$ cat src/rtl/ptr_sync_gray_pkg.sv
// Shared helpers and limits for the Gray pointer synchronizer.
// The helpers take 32-bit arguments; callers zero-extend and slice the result.
package ptr_sync_pkg;

   localparam int STAGES_MIN = 2;
   localparam int STAGES_MAX = 4;

   function automatic logic [31:0] gray2bin(input logic [31:0] g);
      logic [31:0] b;
      b[31] = g[31];
      for (int i = 30; i >= 0; i--) b[i] = b[i+1] ^ g[i];
      return b;
   endfunction

   function automatic logic [31:0] bin2gray(input logic [31:0] b);
      return b ^ (b >> 1);
   endfunction

   function automatic logic [5:0] popcount(input logic [31:0] v);
      logic [5:0] n;
      n = '0;
      for (int i = 0; i < 32; i++) n = n + 6'(v[i]);
      return n;
   endfunction

endpackage

$ cat src/rtl/ptr_sync_gray_if.sv
// Pointer/status bundle between the read-side FIFO logic and the synchronizer.
interface ptr_sync_gray_if #(parameter int PTR_WIDTH = 8);
   logic [PTR_WIDTH:0] wptr_gray;
   logic [PTR_WIDTH:0] rptr_bin;
   logic               err_clr;
   logic [PTR_WIDTH:0] wptr_sync_gray;
   logic [PTR_WIDTH:0] wptr_sync_bin;
   logic [PTR_WIDTH:0] level;
   logic               empty;
   logic               advance;
   logic               gray_err;

   modport master (output wptr_gray, rptr_bin, err_clr,
                   input  wptr_sync_gray, wptr_sync_bin, level, empty, advance, gray_err);
   modport slave  (input  wptr_gray, rptr_bin, err_clr,
                   output wptr_sync_gray, wptr_sync_bin, level, empty, advance, gray_err);
endinterface

$ cat src/rtl/ptr_sync_gray_sync_chain.sv
// Generic synchronous-reset flop chain; also usable for rptr into the write domain.
module sync_chain #(
   parameter int WIDTH  = 9,
   parameter int STAGES = 2
) (
   input  logic             clk,
   input  logic             rst_n,
   input  logic [WIDTH-1:0] d_i,
   output logic [WIDTH-1:0] q_o
);

   logic [STAGES-1:0][WIDTH-1:0] s_q;

   always_ff @(posedge clk) begin
      if (!rst_n) begin
         s_q <= '0;
      end else begin
         s_q[0] <= d_i;
         for (int i = 1; i < STAGES; i++) s_q[i] <= s_q[i-1];
      end
   end

   assign q_o = s_q[STAGES-1];

endmodule

$ cat src/rtl/ptr_sync_gray.sv
// Read-domain write-pointer synchronizer: Gray chain, binary convert, level/empty/advance.
// Optional Gray-step checker enabled by GRAY_STEP_CHECK_EN.
module ptr_sync_gray
   import ptr_sync_pkg::*;
#(
   parameter int PTR_WIDTH = 8,
   parameter int STAGES    = 2
) (
   input  logic           rdclk,
   input  logic           rd_rst_n,
   ptr_sync_gray_if.slave bus
);

   localparam int PW = PTR_WIDTH + 1;

   generate
      if (STAGES < STAGES_MIN || STAGES > STAGES_MAX || PTR_WIDTH < 1 || PTR_WIDTH > 31) begin : g_bad_cfg
         $error("ptr_sync_gray: STAGES must be 2..4 and PTR_WIDTH 1..31");
      end
   endgenerate

   logic [PW-1:0] sync_gray;
   logic [PW-1:0] bin_d, bin_q;
   logic          adv_q;

   sync_chain #(.WIDTH(PW), .STAGES(STAGES)) u_chain (
      .clk   (rdclk),
      .rst_n (rd_rst_n),
      .d_i   (bus.wptr_gray),
      .q_o   (sync_gray)
   );

   assign bin_d = PW'(gray2bin(32'(sync_gray)));

   always_ff @(posedge rdclk) begin
      if (!rd_rst_n) begin
         bin_q <= '0;
         adv_q <= 1'b0;
      end else begin
         bin_q <= bin_d;
         adv_q <= (bin_d != bin_q);
      end
   end

   assign bus.wptr_sync_gray = sync_gray;
   assign bus.wptr_sync_bin  = bin_q;
   assign bus.advance        = adv_q;
   assign bus.level          = bin_q - bus.rptr_bin;
   assign bus.empty          = (bus.level == '0);

`ifdef GRAY_STEP_CHECK_EN
   localparam logic [2:0] WARM = 3'(STAGES + 1);

   logic [PW-1:0] gray_prev_q;
   logic [2:0]    warm_q;
   logic          err_q;
   logic          armed, bad_step;

   // Disarmed until the chain has flushed the reset zeros, masking the 0 -> live jump.
   assign armed    = (warm_q == WARM);
   assign bad_step = popcount(32'(sync_gray ^ gray_prev_q)) > 6'd1;

   always_ff @(posedge rdclk) begin
      if (!rd_rst_n) begin
         gray_prev_q <= '0;
         warm_q      <= '0;
         err_q       <= 1'b0;
      end else begin
         gray_prev_q <= sync_gray;
         if (!armed) warm_q <= warm_q + 3'd1;
         if (bus.err_clr) err_q <= 1'b0;
         if (armed && bad_step) err_q <= 1'b1;
      end
   end

   assign bus.gray_err = err_q;
`else
   logic unused_err_clr;
   assign unused_err_clr = bus.err_clr;
   assign bus.gray_err   = 1'b0;
`endif

endmodule

$ cat src/flat_wrapper.sv
// flat-port wrapper written by rule: the top's interface ports become plain ports
module ptr_sync_gray_flat import ptr_sync_pkg::*;
#(
   parameter int PTR_WIDTH = 8,
   parameter int STAGES    = 2
)
  (rdclk, rd_rst_n, bus_wptr_gray, bus_rptr_bin, bus_err_clr, bus_wptr_sync_gray, bus_wptr_sync_bin, bus_level, bus_empty, bus_advance, bus_gray_err);
  ptr_sync_gray_if #(.PTR_WIDTH(PTR_WIDTH)) bus_i ();
  input  logic rdclk;
  input  logic rd_rst_n;
  input wire logic [$bits(bus_i.wptr_gray)-1:0] bus_wptr_gray;
  input wire logic [$bits(bus_i.rptr_bin)-1:0] bus_rptr_bin;
  input wire logic [$bits(bus_i.err_clr)-1:0] bus_err_clr;
  output wire logic [$bits(bus_i.wptr_sync_gray)-1:0] bus_wptr_sync_gray;
  output wire logic [$bits(bus_i.wptr_sync_bin)-1:0] bus_wptr_sync_bin;
  output wire logic [$bits(bus_i.level)-1:0] bus_level;
  output wire logic [$bits(bus_i.empty)-1:0] bus_empty;
  output wire logic [$bits(bus_i.advance)-1:0] bus_advance;
  output wire logic [$bits(bus_i.gray_err)-1:0] bus_gray_err;
  assign bus_i.wptr_gray = bus_wptr_gray;
  assign bus_i.rptr_bin = bus_rptr_bin;
  assign bus_i.err_clr = bus_err_clr;
  assign bus_wptr_sync_gray = bus_i.wptr_sync_gray;
  assign bus_wptr_sync_bin = bus_i.wptr_sync_bin;
  assign bus_level = bus_i.level;
  assign bus_empty = bus_i.empty;
  assign bus_advance = bus_i.advance;
  assign bus_gray_err = bus_i.gray_err;
  ptr_sync_gray #(.PTR_WIDTH(PTR_WIDTH), .STAGES(STAGES)) u_core (.rdclk(rdclk), .rd_rst_n(rd_rst_n), .bus(bus_i));
endmodule
$ cat config.mk
export PLATFORM = sky130hd
export DESIGN_NAME = ptr_sync_gray_flat
export DESIGN_NICKNAME = d
export VERILOG_FILES = /design/src/rtl/ptr_sync_gray_pkg.sv /design/src/rtl/ptr_sync_gray_if.sv /design/src/rtl/ptr_sync_gray_sync_chain.sv /design/src/rtl/ptr_sync_gray.sv /design/src/flat_wrapper.sv
export SDC_FILE = /design/constraint.sdc
export NUM_CORES = 1
export LEC_CHECK = 0
export ABC_AREA = 1
export CAP_MARGIN = 30
export CELL_PAD_IN_SITES_DETAIL_PLACEMENT = 0
export CELL_PAD_IN_SITES_GLOBAL_PLACEMENT = 1
export CORE_MARGIN = 8
export CORE_UTILIZATION = 33
export DETAILED_ROUTE_END_ITERATION = 6
export PLACE_DENSITY = 0.85
export SYNTH_ARGS = -nofsm -noshare
export SYNTH_HDL_FRONTEND = slang
export SYNTH_SLANG_ARGS = --single-unit
$ cat constraint.sdc
create_clock -name rdclk -period 3 [get_ports rdclk]
set_clock_uncertainty 0.1 [all_clocks]
set_input_delay 0.3 -clock rdclk [delete_from_list [all_inputs] [get_ports rdclk]]
set_output_delay 0.3 -clock rdclk [all_outputs]
set_load 0.05 [all_outputs]
==> out/qor.json <==
{
  "max_slew_margin_pct": 65.28,
  "fin_total_pwr_mw": 1.289,
  "seq_area_frac_synth_pct": 34.76,
  "crit_arrival_ns": 2.44,
  "place.gp.congestion": 0.7593,
  "clock_tree.buffer_depth": 2,
  "die_width_um": 85.91,
  "rsz0062_at_grt": "false",
  "post-route-min-period_ns": 2.839,
  "min-delay-start": "u_core.u_chain.s_q[0]",
  "post_cts_resize_count": 0,
  "min_to": "u_core.u_chain.q_o[0]",
  "worst_skew_pair.late_latency_ns": 0.27,
  "placementRows": 25,
  "vdd_ir_drop_max_uv": 216.1,
  "min_path_cells": 2,
  "leading_post_synthesis_cells_by_cell_area": "sky130_fd_sc_hd__dfxtp_1, sky130_fd_sc_hd__inv_1, sky130_fd_sc_hd__nand2_1, sky130_fd_sc_hd__nand3_2, sky130_fd_sc_hd__ha_1",
  "postSynthAreaPerCell_um2": 7.754,
  "first_global_vias": 1318,
  "ys_types": 27,
  "postCtsSetupBuffers": 0,
  "antenna-diode-count": 0,
  "final.setup.tns_ns": 0,
  "route.vias.total": 1324,
  "fin_crit_sh_pct": 94.64,
  "area_growth_pct": 50.19,
  "finalHoldViolCount": 0,
  "wl_per_cell_um": 9.721,
  "drt_wl_total_um": 3169,
  "antenna_left": 0,
  "clockRootBuffer": "sky130_fd_sc_hd__clkbuf_8",
  "status": "completed",
  "worstSetupPathType": "register to primary output",
  "drt-pass1-iter-count": 4,
  "grt_start_max_net_pins": 21,
  "clkSlewWorstSetupHoldPaths_ns": 0.10,
  "port_buffers": 48,
  "post-synth-top-area-cell": "sky130_fd_sc_hd__dfxtp_1",
  "critical_path.max_fanout": 3,
  "syn-cell-area_mm2": 0.001613,
  "drt-vias-per-instance": 4.061,
  "place_hpwl_um": 2573,
  "drive_gt1_share_pct": 24.32,
  "grt_overflow_total": 0,
  "power_density_mw_per_mm2": 532.3,
  "final.fill_count": 441,
  "cts.htree.levels": 1,
  "number_of_antenna_violations_at_the_first_check_in_global_routing": 0,
  "hold_path.class": "register to register",
  "cts_tree": "done",
  "design.die.area_mm2": 0.007381,
  "clock.fmax_mhz": 352.2,
  "drt_iter0_drc": 44,
  "die_height_um": 85.91,
  "max_cap_violations": 0,
  "multi_input_area_um2": 899.6,
  "r2r_end": "u_core.bus.advance",
  "report.final.setup_viol": 0,
  "drc": 0,
  "leakage_power_total_nw": 1.186,
  "register_to_register_setup_slack_ns": 1.04,
  "cts_hold_repair.buffers": 0,
  "cp-end-kind": "primary output",
  "crit-reg2reg-launch": "u_core.u_chain.q_o[8]",
  "worst_r2r_path_depth": 15,
  "wire_length_of_the_first_global_routing_pass_um": 5513,
  "timing.critical_path.from_type": "register",
  "slew_viol_final": 0,
  "initial_core_util_pct": 34.15,
  "tritoncts_buffer_count": 3,
  "synth_top_area_share_pct": 34.76,
  "area_used_by_sequential_logic_in_the_layout_um2": 565.5,
  "synthCells": 208,
  "tritoncts_num_sinks": 28,
  "grt_util_all_layers_pct": 9.335,
  "io-pin-count": 51,
  "timing_worst_slew_pin_value_ns": 0.5192,
  "crit_path_required_time_ns": 2.60,
  "core_area_mm2": 0.004723,
  "synth_seq_cells": 28,
  "nNetsFinal": 290,
  "synthesis.nets": 238,
  "yosysWarningCount": 0
}
state kept, by name, indices dropped and copies added (netlist names):
name,flops
u_core.bus.advance,1
u_core.u_chain.s_q,9
u_core.bus.wptr_sync_bin,9
u_core.u_chain.q_o,9
how the worst max path moves through the flow:
| stage | endpoint | start | slack, ns |
|---|---|---|---|
| 6_report | bus_empty | u_core.bus.wptr_sync_bin[0] | 0.16 |
| 5_1_grt | bus_empty | u_core.bus.wptr_sync_bin[0] | 0.005 |
| 4_1_cts | bus_empty | u_core.bus.wptr_sync_bin[0] | 0.01 |
| 3_5_place_dp | bus_empty | bus_rptr_bin[0] | 0.04 |
| 3_3_place_gp | bus_empty | bus_rptr_bin[0] | 0.05 |
| 2_1_floorplan | bus_empty | u_core.bus.wptr_sync_bin[0] | 0.05 |
cell usage after synthesis:
library cell and n:
sky130_fd_sc_hd__inv_1 45, sky130_fd_sc_hd__nand2_1 33, sky130_fd_sc_hd__dfxtp_1 28, sky130_fd_sc_hd__nand3_1 12, sky130_fd_sc_hd__nor2_1 12, sky130_fd_sc_hd__nand3_2 11
sky130_fd_sc_hd__buf_4 10, sky130_fd_sc_hd__a21oi_1 8, sky130_fd_sc_hd__ha_1 8, sky130_fd_sc_hd__xor2_1 7, sky130_fd_sc_hd__xnor2_1 6, sky130_fd_sc_hd__nand2_2 5
sky130_fd_sc_hd__nand2_4 5, sky130_fd_sc_hd__o21bai_1 3, sky130_fd_sc_hd__clkbuf_1 2, sky130_fd_sc_hd__o21ai_0 2, sky130_fd_sc_hd__and3_1 1, sky130_fd_sc_hd__clkinv_1 1
sky130_fd_sc_hd__conb_1 1, sky130_fd_sc_hd__fa_1 1, sky130_fd_sc_hd__inv_2 1, sky130_fd_sc_hd__nand3_4 1, sky130_fd_sc_hd__nand3b_1 1, sky130_fd_sc_hd__nor3_1 1
sky130_fd_sc_hd__nor3b_1 1, sky130_fd_sc_hd__nor4_1 1, sky130_fd_sc_hd__or2_0 1
layout by cell type (no fill, tap or decap), drive strengths merged:
| cell type | netlist | final |
|---|---|---|
| a21oi | 8 | 8 |
| and3 | 1 | 1 |
| buf | 10 | 20 |
| clkbuf | 2 | 4 |
| clkdlybuf4s50 | 0 | 38 |
| clkinv | 1 | 1 |
| conb | 1 | 1 |
| dfxtp | 28 | 28 |
| dlymetal6s2s | 0 | 1 |
| fa | 1 | 1 |
| ha | 8 | 8 |
| inv | 46 | 46 |
| nand2 | 43 | 43 |
| nand3 | 24 | 24 |
| nand3b | 1 | 1 |
| nor2 | 12 | 12 |
| nor3 | 1 | 1 |
| nor3b | 1 | 1 |
| nor4 | 1 | 1 |
| o21ai | 2 | 2 |
| o21bai | 3 | 3 |
| or2 | 1 | 1 |
| xnor2 | 6 | 6 |
| xor2 | 7 | 7 |
kinds of logic (layout without fill, tap and decap cells):
family	after synthesis	count (layout)	synth area share, %
AND/OR/NAND/NOR	85	85	29.95
adder cells (fa/ha/maj)	9	9	7.448
AO/OA/AOI/OAI	13	13	4.500
XOR/XNOR	13	13	7.060
buffers and inverters	59	110	16.06
flip-flops	28	28	34.76
other	1	1	0.2325
cell type report:
class / count / area share [%]
inverter: 47 / 7.283
tap: 67 / 3.461
sequential: 28 / 23.35
multi-input combinational: 121 / 37.14
timing repair buffer: 59 / 26.03
clock buffer: 4 / 2.738
metrics by stage:
step | std cells | hold slack (ns) | util, % | cell area (um2) | worst slack (ns)
after floorplan | 208 | 0.2905 | - | 1683 | 0.05205
after global placement | 322 | 0.2930 | 48.95 | 2312 | 0.04573
after detailed placement | 322 | 0.2975 | 48.95 | 2312 | 0.04042
after CTS | 326 | 0.3212 | 50.36 | 2379 | 0.01336
after global routing | 326 | 0.3362 | 51.28 | 2422 | 0.004560
final | 326 | 0.3181 | 51.28 | 2422 | 0.1608
layer usage:
layer,GRT usage (%),part of all wire (%),vias up
li1,-,-,719
met1,9.737,43,564
met2,15.19,46,37
met3,3.152,8.1,4
met4,7.166,2.8,0
met5,0,0,-
critical path, stage by stage (launching register included):
cell and delay (ns):
sky130_fd_sc_hd__dfxtp_4 0.36, sky130_fd_sc_hd__inv_1 0.06, sky130_fd_sc_hd__ha_1 0.24, sky130_fd_sc_hd__fa_2 0.36, sky130_fd_sc_hd__o21ai_2 0.16, sky130_fd_sc_hd__a21oi_1 0.09, sky130_fd_sc_hd__o21bai_2 0.14, sky130_fd_sc_hd__buf_4 0.16
sky130_fd_sc_hd__xor2_4 0.07, sky130_fd_sc_hd__nor3b_2 0.18, sky130_fd_sc_hd__and3_4 0.21, sky130_fd_sc_hd__buf_12 0.13
power breakdown:
group / leakage, nW / switching [mW] / total, mW / internal (mW)
clock: 0.0339 / 0.118 / 0.263 / 0.145
sequential: 0.233 / 0.0190 / 0.414 / 0.395
combinational: 0.919 / 0.343 / 0.612 / 0.269
total: 1.19 / 0.481 / 1.29 / 0.809
(Power assumes the default switching activity.)
